$ cat src/rtl/gray_counter_n_pkg.sv
// Shared types and helpers for the Gray counter family.
// Word-level helpers work on a 32-bit container; callers cast to their own width.
package gray_pkg;

  localparam int GRAY_MAX_W = 32;

  typedef logic [GRAY_MAX_W-1:0] gray_word_t;

  typedef enum logic [1:0] {
    ACT_HOLD,
    ACT_LOAD,
    ACT_UP,
    ACT_DN
  } gray_act_e;

  function automatic gray_word_t bin2gray(input gray_word_t b);
    return b ^ (b >> 1);
  endfunction

  function automatic gray_word_t gray2bin(input gray_word_t g);
    gray_word_t b;
    b[GRAY_MAX_W-1] = g[GRAY_MAX_W-1];
    for (int i = GRAY_MAX_W - 2; i >= 0; i--) begin
      b[i] = b[i+1] ^ g[i];
    end
    return b;
  endfunction

  // Terminal value of a w-bit counter: all ones counting up, zero counting down.
  function automatic gray_word_t term_val(input int w, input logic up);
    gray_word_t t;
    t = '0;
    if (up) begin
      for (int i = 0; i < GRAY_MAX_W; i++) begin
        if (i < w) t[i] = 1'b1;
      end
    end
    return t;
  endfunction

endpackage

$ cat src/rtl/gray_counter_n_if.sv
// Control and output bundle of gray_counter_n; clock and reset stay plain ports.
interface gray_counter_n_if #(
  parameter int WIDTH = 4
);

  logic             en;
  logic             up_dn;
  logic             load;
  logic [WIDTH-1:0] load_val;
  logic [WIDTH-1:0] out_counter;
  logic [WIDTH-1:0] out_bin;
  logic             tc;

  modport master (
    output en, up_dn, load, load_val,
    input  out_counter, out_bin, tc
  );

  modport slave (
    input  en, up_dn, load, load_val,
    output out_counter, out_bin, tc
  );

endinterface

$ cat src/rtl/gray_counter_n_conv.sv
// Combinational binary-to-reflected-Gray converter, WIDTH up to 32 bits.
module gray_conv
  import gray_pkg::*;
#(
  parameter int WIDTH = 4
) (
  input  logic [WIDTH-1:0] i_bin,
  output logic [WIDTH-1:0] o_gray
);

  assign o_gray = WIDTH'(bin2gray(gray_word_t'(i_bin)));

endmodule

$ cat src/rtl/gray_counter_n.sv
// Parametrised synchronous Gray counter with registered Gray and binary views.
// Gray register is fed from the same next-binary value, so it steps one bit at a time.
module gray_counter_n
  import gray_pkg::*;
#(
  parameter int WIDTH      = 4,
  parameter bit SATURATE   = 1'b0,
  parameter bit INVERT_OUT = 1'b1
) (
  input  logic       clk,
  input  logic       set,
  gray_counter_n_if.slave bus
);

  localparam logic [WIDTH-1:0] TERM_UP = WIDTH'(term_val(WIDTH, 1'b1));
  localparam logic [WIDTH-1:0] TERM_DN = WIDTH'(term_val(WIDTH, 1'b0));
  localparam logic [WIDTH-1:0] ONE     = WIDTH'(1);

  logic [WIDTH-1:0] r_bin;
  logic [WIDTH-1:0] r_gray;
  logic [WIDTH-1:0] w_bin_nxt;
  logic [WIDTH-1:0] w_gray_nxt;
  logic             w_at_term;
  gray_act_e        w_act;

  assign w_at_term = bus.up_dn ? (r_bin == TERM_UP) : (r_bin == TERM_DN);

  always_comb begin
    w_act = ACT_HOLD;
    if (bus.load)      w_act = ACT_LOAD;
    else if (bus.en)   w_act = bus.up_dn ? ACT_UP : ACT_DN;
  end

  // Wrap falls out of modulo arithmetic; saturation just suppresses the step.
  always_comb begin
    w_bin_nxt = r_bin;
    case (w_act)
      ACT_LOAD: w_bin_nxt = bus.load_val;
      ACT_UP:   if (!(SATURATE && w_at_term)) w_bin_nxt = r_bin + ONE;
      ACT_DN:   if (!(SATURATE && w_at_term)) w_bin_nxt = r_bin - ONE;
      default:  w_bin_nxt = r_bin;
    endcase
  end

  gray_conv #(
    .WIDTH (WIDTH)
  ) u_conv (
    .i_bin  (w_bin_nxt),
    .o_gray (w_gray_nxt)
  );

  always_ff @(posedge clk) begin
    if (set) begin
      r_bin  <= '0;
      r_gray <= '0;
    end else begin
      r_bin  <= w_bin_nxt;
      r_gray <= w_gray_nxt;
    end
  end

  assign bus.out_bin     = r_bin;
  assign bus.out_counter = INVERT_OUT ? ~r_gray : r_gray;
  assign bus.tc          = bus.en & w_at_term;

endmodule

$ cat src/flat_wrapper.sv
// flat-port wrapper written by rule: the top's interface ports become plain ports
module gray_counter_n_flat import gray_pkg::*;
#(
  parameter int WIDTH      = 4,
  parameter bit SATURATE   = 1'b0,
  parameter bit INVERT_OUT = 1'b1
)
  (clk, set, bus_en, bus_up_dn, bus_load, bus_load_val, bus_out_counter, bus_out_bin, bus_tc);
  gray_counter_n_if #(.WIDTH(WIDTH)) bus_i ();
  input  logic clk;
  input  logic set;
  input wire logic [$bits(bus_i.en)-1:0] bus_en;
  input wire logic [$bits(bus_i.up_dn)-1:0] bus_up_dn;
  input wire logic [$bits(bus_i.load)-1:0] bus_load;
  input wire logic [$bits(bus_i.load_val)-1:0] bus_load_val;
  output wire logic [$bits(bus_i.out_counter)-1:0] bus_out_counter;
  output wire logic [$bits(bus_i.out_bin)-1:0] bus_out_bin;
  output wire logic [$bits(bus_i.tc)-1:0] bus_tc;
  assign bus_i.en = bus_en;
  assign bus_i.up_dn = bus_up_dn;
  assign bus_i.load = bus_load;
  assign bus_i.load_val = bus_load_val;
  assign bus_out_counter = bus_i.out_counter;
  assign bus_out_bin = bus_i.out_bin;
  assign bus_tc = bus_i.tc;
  gray_counter_n #(.WIDTH(WIDTH), .SATURATE(SATURATE), .INVERT_OUT(INVERT_OUT)) u_core (.clk(clk), .set(set), .bus(bus_i));
endmodule
$ cat config.mk
export PLATFORM = sky130hd
export DESIGN_NAME = gray_counter_n_flat
export DESIGN_NICKNAME = d
export VERILOG_FILES = /design/src/rtl/gray_counter_n_pkg.sv /design/src/rtl/gray_counter_n_if.sv /design/src/rtl/gray_counter_n_conv.sv /design/src/rtl/gray_counter_n.sv /design/src/flat_wrapper.sv
export SDC_FILE = /design/constraint.sdc
export NUM_CORES = 1
export LEC_CHECK = 0
export CORE_AREA = 2 2 39 41
export CTS_CLUSTER_DIAMETER = 30
export DETAILED_ROUTE_END_ITERATION = 10
export DIE_AREA = 0 0 41 43
export GPL_TIMING_DRIVEN = 0
export PLACE_DENSITY = 0.68
export RECOVER_POWER = 100
export SLEW_MARGIN = 20
export SYNTH_ARGS = -nofsm -noshare
export SYNTH_HDL_FRONTEND = slang
export SYNTH_SLANG_ARGS = --single-unit
$ cat constraint.sdc
create_clock -name clk -period 3.6 [get_ports clk]
set_input_delay 0.72 -clock clk [delete_from_list [all_inputs] [get_ports clk]]
set_output_delay 0.72 -clock clk [all_outputs]
set_load 0.05 [all_outputs]
==> results.md, run 1 <==
- RSZ-0062 raised after global routing: no
- Rows: 14
- Ranking of synthesized cells by area: dfxtp_1 29%, a2111oi_4 11%, nor2_1 7.7%
- FMAX: a little under 300 MHz
- Sink Count: 7
- Final min period: roughly 3400 ps
- Nets@finish: slightly below 90
- Initial antenna violation count: 0
- Post-synthesis simple-gate area fraction: 28.2%
- Synth cell types: 27
- TritonCTS buffer count: 3
- Pins Over Slew Limit: 0
- CTS-repair resized insts: 0
- First-iteration detailed-routing DRC count: 12
- # Post-CTS Setup Buffers: 0
- WS Path Type: primary input to output pin
- Status: completed
- Largest area contributor in the netlist: dfxtp_1
- Post-Layout Inst Area: around 700 sq um
- Syn avg cell area: roughly 8.7 sq um
- Post-Syn Nets: 66
- Vias in the first global route: just under 400
- Synthesized flop and latch total: 7
- Post-synthesis mux area share: between 5 and 6%
- Placer congestion estimate: around 0.74
- Clock Latency Late Sink: about 240 ps
- M2 GR Usage: between 20% and 30%
- Crit-path max FO: 6
- Main combinational cell family by area after synthesis: simple AND/OR/NAND/NOR gates
- Layout cells sized above 1: roughly 14%
- Inserted Diodes: 0
- Worst-path clk slew: roughly 50 ps
- Met3 usage: 6.28%
- Area grow syn2layout: 43.3%
- Type of origin of the critical path: primary input
- Max-Cap Viols: 0
- Fin crit share: 93.3%
- Largest net degree at the start of global routing: 11
- Synth warn: 0
- Most numerous cell in the Yosys netlist: nor2_1
- Leakage: around 0.00028 uW
- # H-tree levels: 1
- Vias post-DR: 457
- EDFF count, synth: 0
- Root buffer cell: clkbuf_4
- Worst EP arrival: ~2600 ps
- Vias/cell: around 5
- Syn Inst Count: 56
- VDD IR max: approximately 210 uV
- Setup Skew: just under 1 ps
- Global-route wire length before repair: 1.68 mm
- Synth Area in Adders: 2.56%
- Post-DRT Antenna Nets: 0
- I/O Buffers: 17
- Busiest grt layer: met2
- Initial Utilization: between 30% and 40%
- Final setup viols: 0
- Die height: between 40 and 50 microns
- Min-delay worst type: flop to flop
- TritonRoute pass-1 iters: 3
- Worst-Margin Slew: between 500 and 600 ps
- Complex-gate fraction of the synthesized area: 21.0%
- Final hold vios: 0
- # hold bufs at CTS: 0
- Die area: 1760 sq um
- Met1 Usage GRT: approximately 18%
- GR Overflow Total: 0
- Setup TNS: 0 ps
- Core area: ~1400 sq um
- Slew Limit Headroom: around 66%
- Drt wl/cell: 11.2 microns
- Prevailing post-synth register cell: dfxtp_1
- PwrDens: 383 nW/um^2
- WL final: between 1 and 1.5 mm
- Post-synth ARST share: 0%
- Synth cell count leaders: 10 x nor2_1, 7 x dfxtp_1, 6 x inv_1
- Top Ports: 18
- Element type at the critical path end: output pin
- TritonCTS clock tree: built
- Post-synth top area share: between 20% and 30%
- DR DRC count: 0
- Clock buffer depth: 2
- Post-DP HPWL: 831 microns
- Synth Area in XOR/XNOR: 7.18%
- Sequential area share after synthesis: around 29%
- Synth Cell Area: 488 sq um
- CP required: 2880 ps
- Gr usage total: between 10% and 20%
- Cell Area, Placed: between 600 and 700 sq um
- Die W: between 40 and 50 microns
==> cell families (layout without fill, tap and decap cells) <==
kind of cell               Yosys count  count (layout)
and+or+nand+nor                     25              25
AOI/OAI and AO/OA                    9               9
buffers and inverters                8              29
DFF                                  7               7
xor gates and xnor gates             4               4
muxes                                2               2
adders and majority gates            1               1
==> placed cells by master (no fill, tap or decap), drive strengths merged <==
cell	count
dlygate4sd3	9
buf	1
a31oi	1
nor2	11
ha	1
nor4b	1
or3	1
or2b	1
o21ai	2
and4	1
clkbuf	5
a22oi	1
a2111oi	2
clkdlybuf4s50	8
nand2	4
mux2i	1
mux2	1
a21oi	2
nor3	4
xor2	1
dfxtp	7
xnor2	3
and3b	1
nor4	1
inv	6
o31ai	1
==> cell type report <==
type / count / area (sq um)
Buffer: 2 / 11.3
Clock buffer: 4 / 26.3
Fill cell: 150 / 684
Inverter: 6 / 22.5
Multi-Input combinational cell: 41 / 309
Sequential cell: 7 / 140
Tap cell: 16 / 20.0
Timing Repair Buffer: 17 / 170
==> power breakdown <==
group          total, uW  internal, uW  switching [uW]
Sequential          93.7          86.0            7.70
Combinational        106          40.5            65.1
Clock               68.4          42.1            26.3
Total                268           169            99.1
==> critical path, cell delays in order <==
cell,delay (ps)
clkdlybuf4s50_1,570
and4_4,270
a22oi_1,90
nor2_1,110
dlygate4sd3_1,880
==> through the flow <==
step / setup slack, ps / total power (uW) / utilization, % / instances / hold WS (ps)
final: 243 / 268 / 50.5 / 93 / 801
after CTS: 295 / 278 / 50.9 / 93 / 824
after global routing: 129 / 285 / 50.5 / 93 / 862
after detailed placement: 216 / 207 / 49.0 / 89 / 807
after global placement: 255 / 206 / 49.0 / 89 / 775
after floorplan: 955 / 170 / - / 56 / 777
==> registers in the layout (all words and copies together) (netlist names) <==
register / cells
u_core.r_gray: 4
u_core.bus.out_bin: 3
==> layer usage <==
metal | vias to the layer above | wire length (microns) | part of all wire [%]
met3 | 2 | 90 | 8.7
met2 | 18 | 475 | 46
met4 | 0 | 9 | 0.87
met1 | 199 | 461 | 44
li1 | 238 | - | -
met5 | - | 0 | 0
==> path summary, 6_finish.rpt <==
path,start,to,slack [ps],depth (start not counted)
max,bus_up_dn,bus_tc,240,5
min,u_core.bus.out_bin[1],u_core.bus.out_bin[1],800,4
max reg2reg,u_core.bus.out_bin[1],u_core.r_gray[2],1560,6
min reg2reg,u_core.bus.out_bin[1],u_core.bus.out_bin[1],800,4
Note: power is estimated with default switching activity, not from simulation.
==> inputs of run 2 (changes only) <==
- ABC_AREA: default -> 1
==> results.md, run 2 <==
- Status: completed
- FMAX: 322 MHz (+8.0%)
- CTS-repair resized insts: 0 (unchanged)
- Sink Count: 7 (unchanged)
- Syn Inst Count: 77 (+38%)
- Post-DP HPWL: 857 microns (+3.1%)
- Slew Limit Headroom: 66.0% (+0.099 points)
- TritonCTS clock tree: built
- Setup Skew: 3.39 ps (+2.40 ps)
- Root buffer cell: clkbuf_4
- Post-Syn Nets: 87 (+32%)
- Worst Hold Margin: 670 ps (-131 ps)
- WL final: 1.08 mm (+4.4%)
- WS Path Type: primary input to output pin
- Met3 usage: 6.28% (unchanged)
- VDD IR max: 249 uV (+19%)
- Cell depth of the worst flop-to-flop path: 13 (+7)
- Synthesized flop and latch total: 7 (unchanged)
- Clock Latency Late Sink: 250 ps (about the same)
- Crit-path max FO: 4 (-2)
- Top Ports: 18 (unchanged)
- FF+latch area: 140 sq um (unchanged)
- Setup TNS: 0 ps (unchanged)
- DR DRC count: 0 (unchanged)
- Synth cell count leaders: 23 x nand2_1, 13 x inv_1, 7 x dfxtp_1, 7 x nor2_1, 5 x nand3_1
- Post-synth top area share: 29.0% (+0.30 points)
- Ranking of synthesized cells by area: dfxtp_1 29%, nand2_1 18%, inv_1 10%
- Fin crit share: 86.3% (-6.9 points)
- Rows: 14 (unchanged)
- Critical Path Source: bus_up_dn
- Worst-path clk slew: 50 ps (about the same)
- FF-to-FF Start: u_core.bus.out_bin[1]
- Synth Area in XOR/XNOR: 1.81% (-5.4 points)
- Post-synthesis mux area share: 0% (-5.1 points)
- CP required: 2880 ps (about the same)
- Vias post-DR: 535 (+17%)
- Placer congestion estimate: 0.789 (+6.0%)
- Leakage: 0.000359 uW (+29%)
- Busiest grt layer: met2
- Worst-Margin Slew: 508 ps (-1.47 ps)
- Post-DRT Antenna Nets: 0 (unchanged)
- RSZ-0062 raised after global routing: no
- Max-Cap Viols: 0 (unchanged)
- Post-synthesis simple-gate area fraction: 37.6% (+9.4 points)
- Complex-gate fraction of the synthesized area: 13.5% (-7.6 points)
- PwrDens: 376 nW/um^2 (-1.8%)
- Synth warn: 0 (unchanged)
- Nets@finish: 109 (+24%)
- Fill cell count: 154 (+2.7%)
- Synth Cell Area: 483 sq um (-1.0%)
- I/O Buffers: 17 (unchanged)
- GR Overflow Total: 0 (unchanged)
- Synth cell types: 22 (-19%)
- Final min period: 3110 ps (-249 ps)
- Final hold vios: 0 (unchanged)
- Pins Over Slew Limit: 0 (unchanged)
- Prevailing post-synth register cell: dfxtp_1
- Core area: 1380 sq um (unchanged)
- Initial Utilization: 34.9% (-0.36 points)
- Multi-input logic area: 260 sq um (-16%)
- # hold bufs at CTS: 0 (unchanged)
- Total chip power: 260 uW (-2.9%)
- First-iteration detailed-routing DRC count: 6 (-6)
- Initial antenna violation count: 0 (unchanged)
- M2 GR Usage: 22.2% (+1.6 points)
- Number of flip-flops in the largest register: 4 (unchanged)
- Type of origin of the critical path: primary input
- Sequential area share after synthesis: 29.0% (+0.30 points)
- Largest Register: u_core.r_gray
- TritonRoute pass-1 iters: 3 (unchanged)
- Critical path destination: bus_tc
- # Post-CTS Setup Buffers: 0 (unchanged)
- Layout cells sized above 1: 10.2% (-4.1 points)
- TritonCTS buffer count: 3 (unchanged)
- Die height: 43 microns (unchanged)
- Min-delay worst type: flop to flop
- Area grow syn2layout: 43.3% (about the same)
- Drt wl/cell: 9.50 microns (-15%)
- Die W: 41 microns (unchanged)
- Reg2reg end: u_core.r_gray[1]
- Vias/cell: 4.69 (-4.5%)
- Main combinational cell family by area after synthesis: simple AND/OR/NAND/NOR gates
- Global-route wire length before repair: 1.81 mm (+7.8%)
- Post-synth ARST share: 0% (unchanged)
- Flop2flop setup slack: 2130 ps (+570 ps)
- # H-tree levels: 1 (unchanged)
- Synth Area in Adders: 2.59% (+0.027 points)
- Die area: 1760 sq um (unchanged)
- Largest net degree at the start of global routing: 7 (-4)
- Gr usage total: 15.4% (+1.1 points)
- Largest area contributor in the netlist: dfxtp_1
- Clock buffer depth: 2 (unchanged)
- Most numerous cell in the Yosys netlist: nand2_1
- Commonest non-fill, non-tap cell in the layout: nand2_1
- Inserted Diodes: 0 (unchanged)
- Final setup viols: 0 (unchanged)
- Commonest non-fill, non-tap cells in the layout: 24 x nand2_1, 15 x inv_1, 10 x dlygate4sd3_1
- Met1 Usage GRT: 18.8% (+0.97 points)
- EDFF count, synth: 0 (unchanged)
- Syn avg cell area: 6.27 sq um (-28%)
- Vias in the first global route: 460 (+19%)
- Element type at the critical path end: output pin
- Worst EP arrival: 2390 ps (-250 ps)
[run 2: changes by cell type in the layout (fill, tap and decap cells not counted), moves of 3 or more]
cell,delta
inv_1,+9
nand2_1,+20
nand3_1,+6
nor2_1,-3
xnor2_1,-3
[run 2: logic make-up after synthesis]
group,count (synthesis)
compound gates,9
buf+inv,19
simple gates,40
xor+xnor,1
flops,7
fa+ha+maj,1
[run 2: layout make-up]
type                            count  share of cell area, %
Buffer                              1                   1.08
Clock buffer                        4                   3.80
Inverter                           18                   9.76
Multi-Input combinational cell     51                   37.6
Sequential cell                     7                   20.3
Tap cell                           16                   2.89
Timing Repair Buffer               17                   24.6
[run 2: per-layer routing]
metal	wire length, microns	share of wire [%]	up-vias
li1	-	-	282
met1	494	46	240
met2	524	48	11
met3	54	5.0	2
met4	9	0.83	0
met5	0	0	-
[run 2: stage by stage]
step | cell area [sq um] | std cells | setup WS, ps | utilization, %
floorplan | 483 | 77 | 1450 | -
global placement | 673 | 110 | 575 | 48.6
detailed placement | 673 | 110 | 554 | 48.6
CTS | 699 | 114 | 544 | 50.5
global route | 692 | 114 | 448 | 50.0
finish | 692 | 114 | 491 | 50.0
[run 2: critical path: stages]
cell and delay, ps:
clkdlybuf4s50_1 480, o22ai_1 160, o211a_1 160, dlygate4sd3_1 860
[run 2: where the power goes]
group / switching (uW) / leakage (uW) / internal, uW
clock network: 27.6 / 0.0000150 / 42.2
registers: 5.59 / 0.0000582 / 85.2
logic: 64.8 / 0.000285 / 34.7
total: 97.9 / 0.000359 / 162
[run 2: how the worst min path moves through the flow]
stage / slack (ps) / endpoint / startpoint / cells after the start
after global routing: 710 / u_core.r_gray[3] / u_core.r_gray[3] / 2
after floorplan: 600 / u_core.r_gray[3] / u_core.r_gray[3] / 2
after global placement: 640 / u_core.r_gray[3] / u_core.r_gray[3] / 2
after CTS: 680 / u_core.r_gray[3] / u_core.r_gray[3] / 2
final: 670 / u_core.r_gray[3] / u_core.r_gray[3] / 2
after detailed placement: 670 / u_core.r_gray[3] / u_core.r_gray[3] / 2
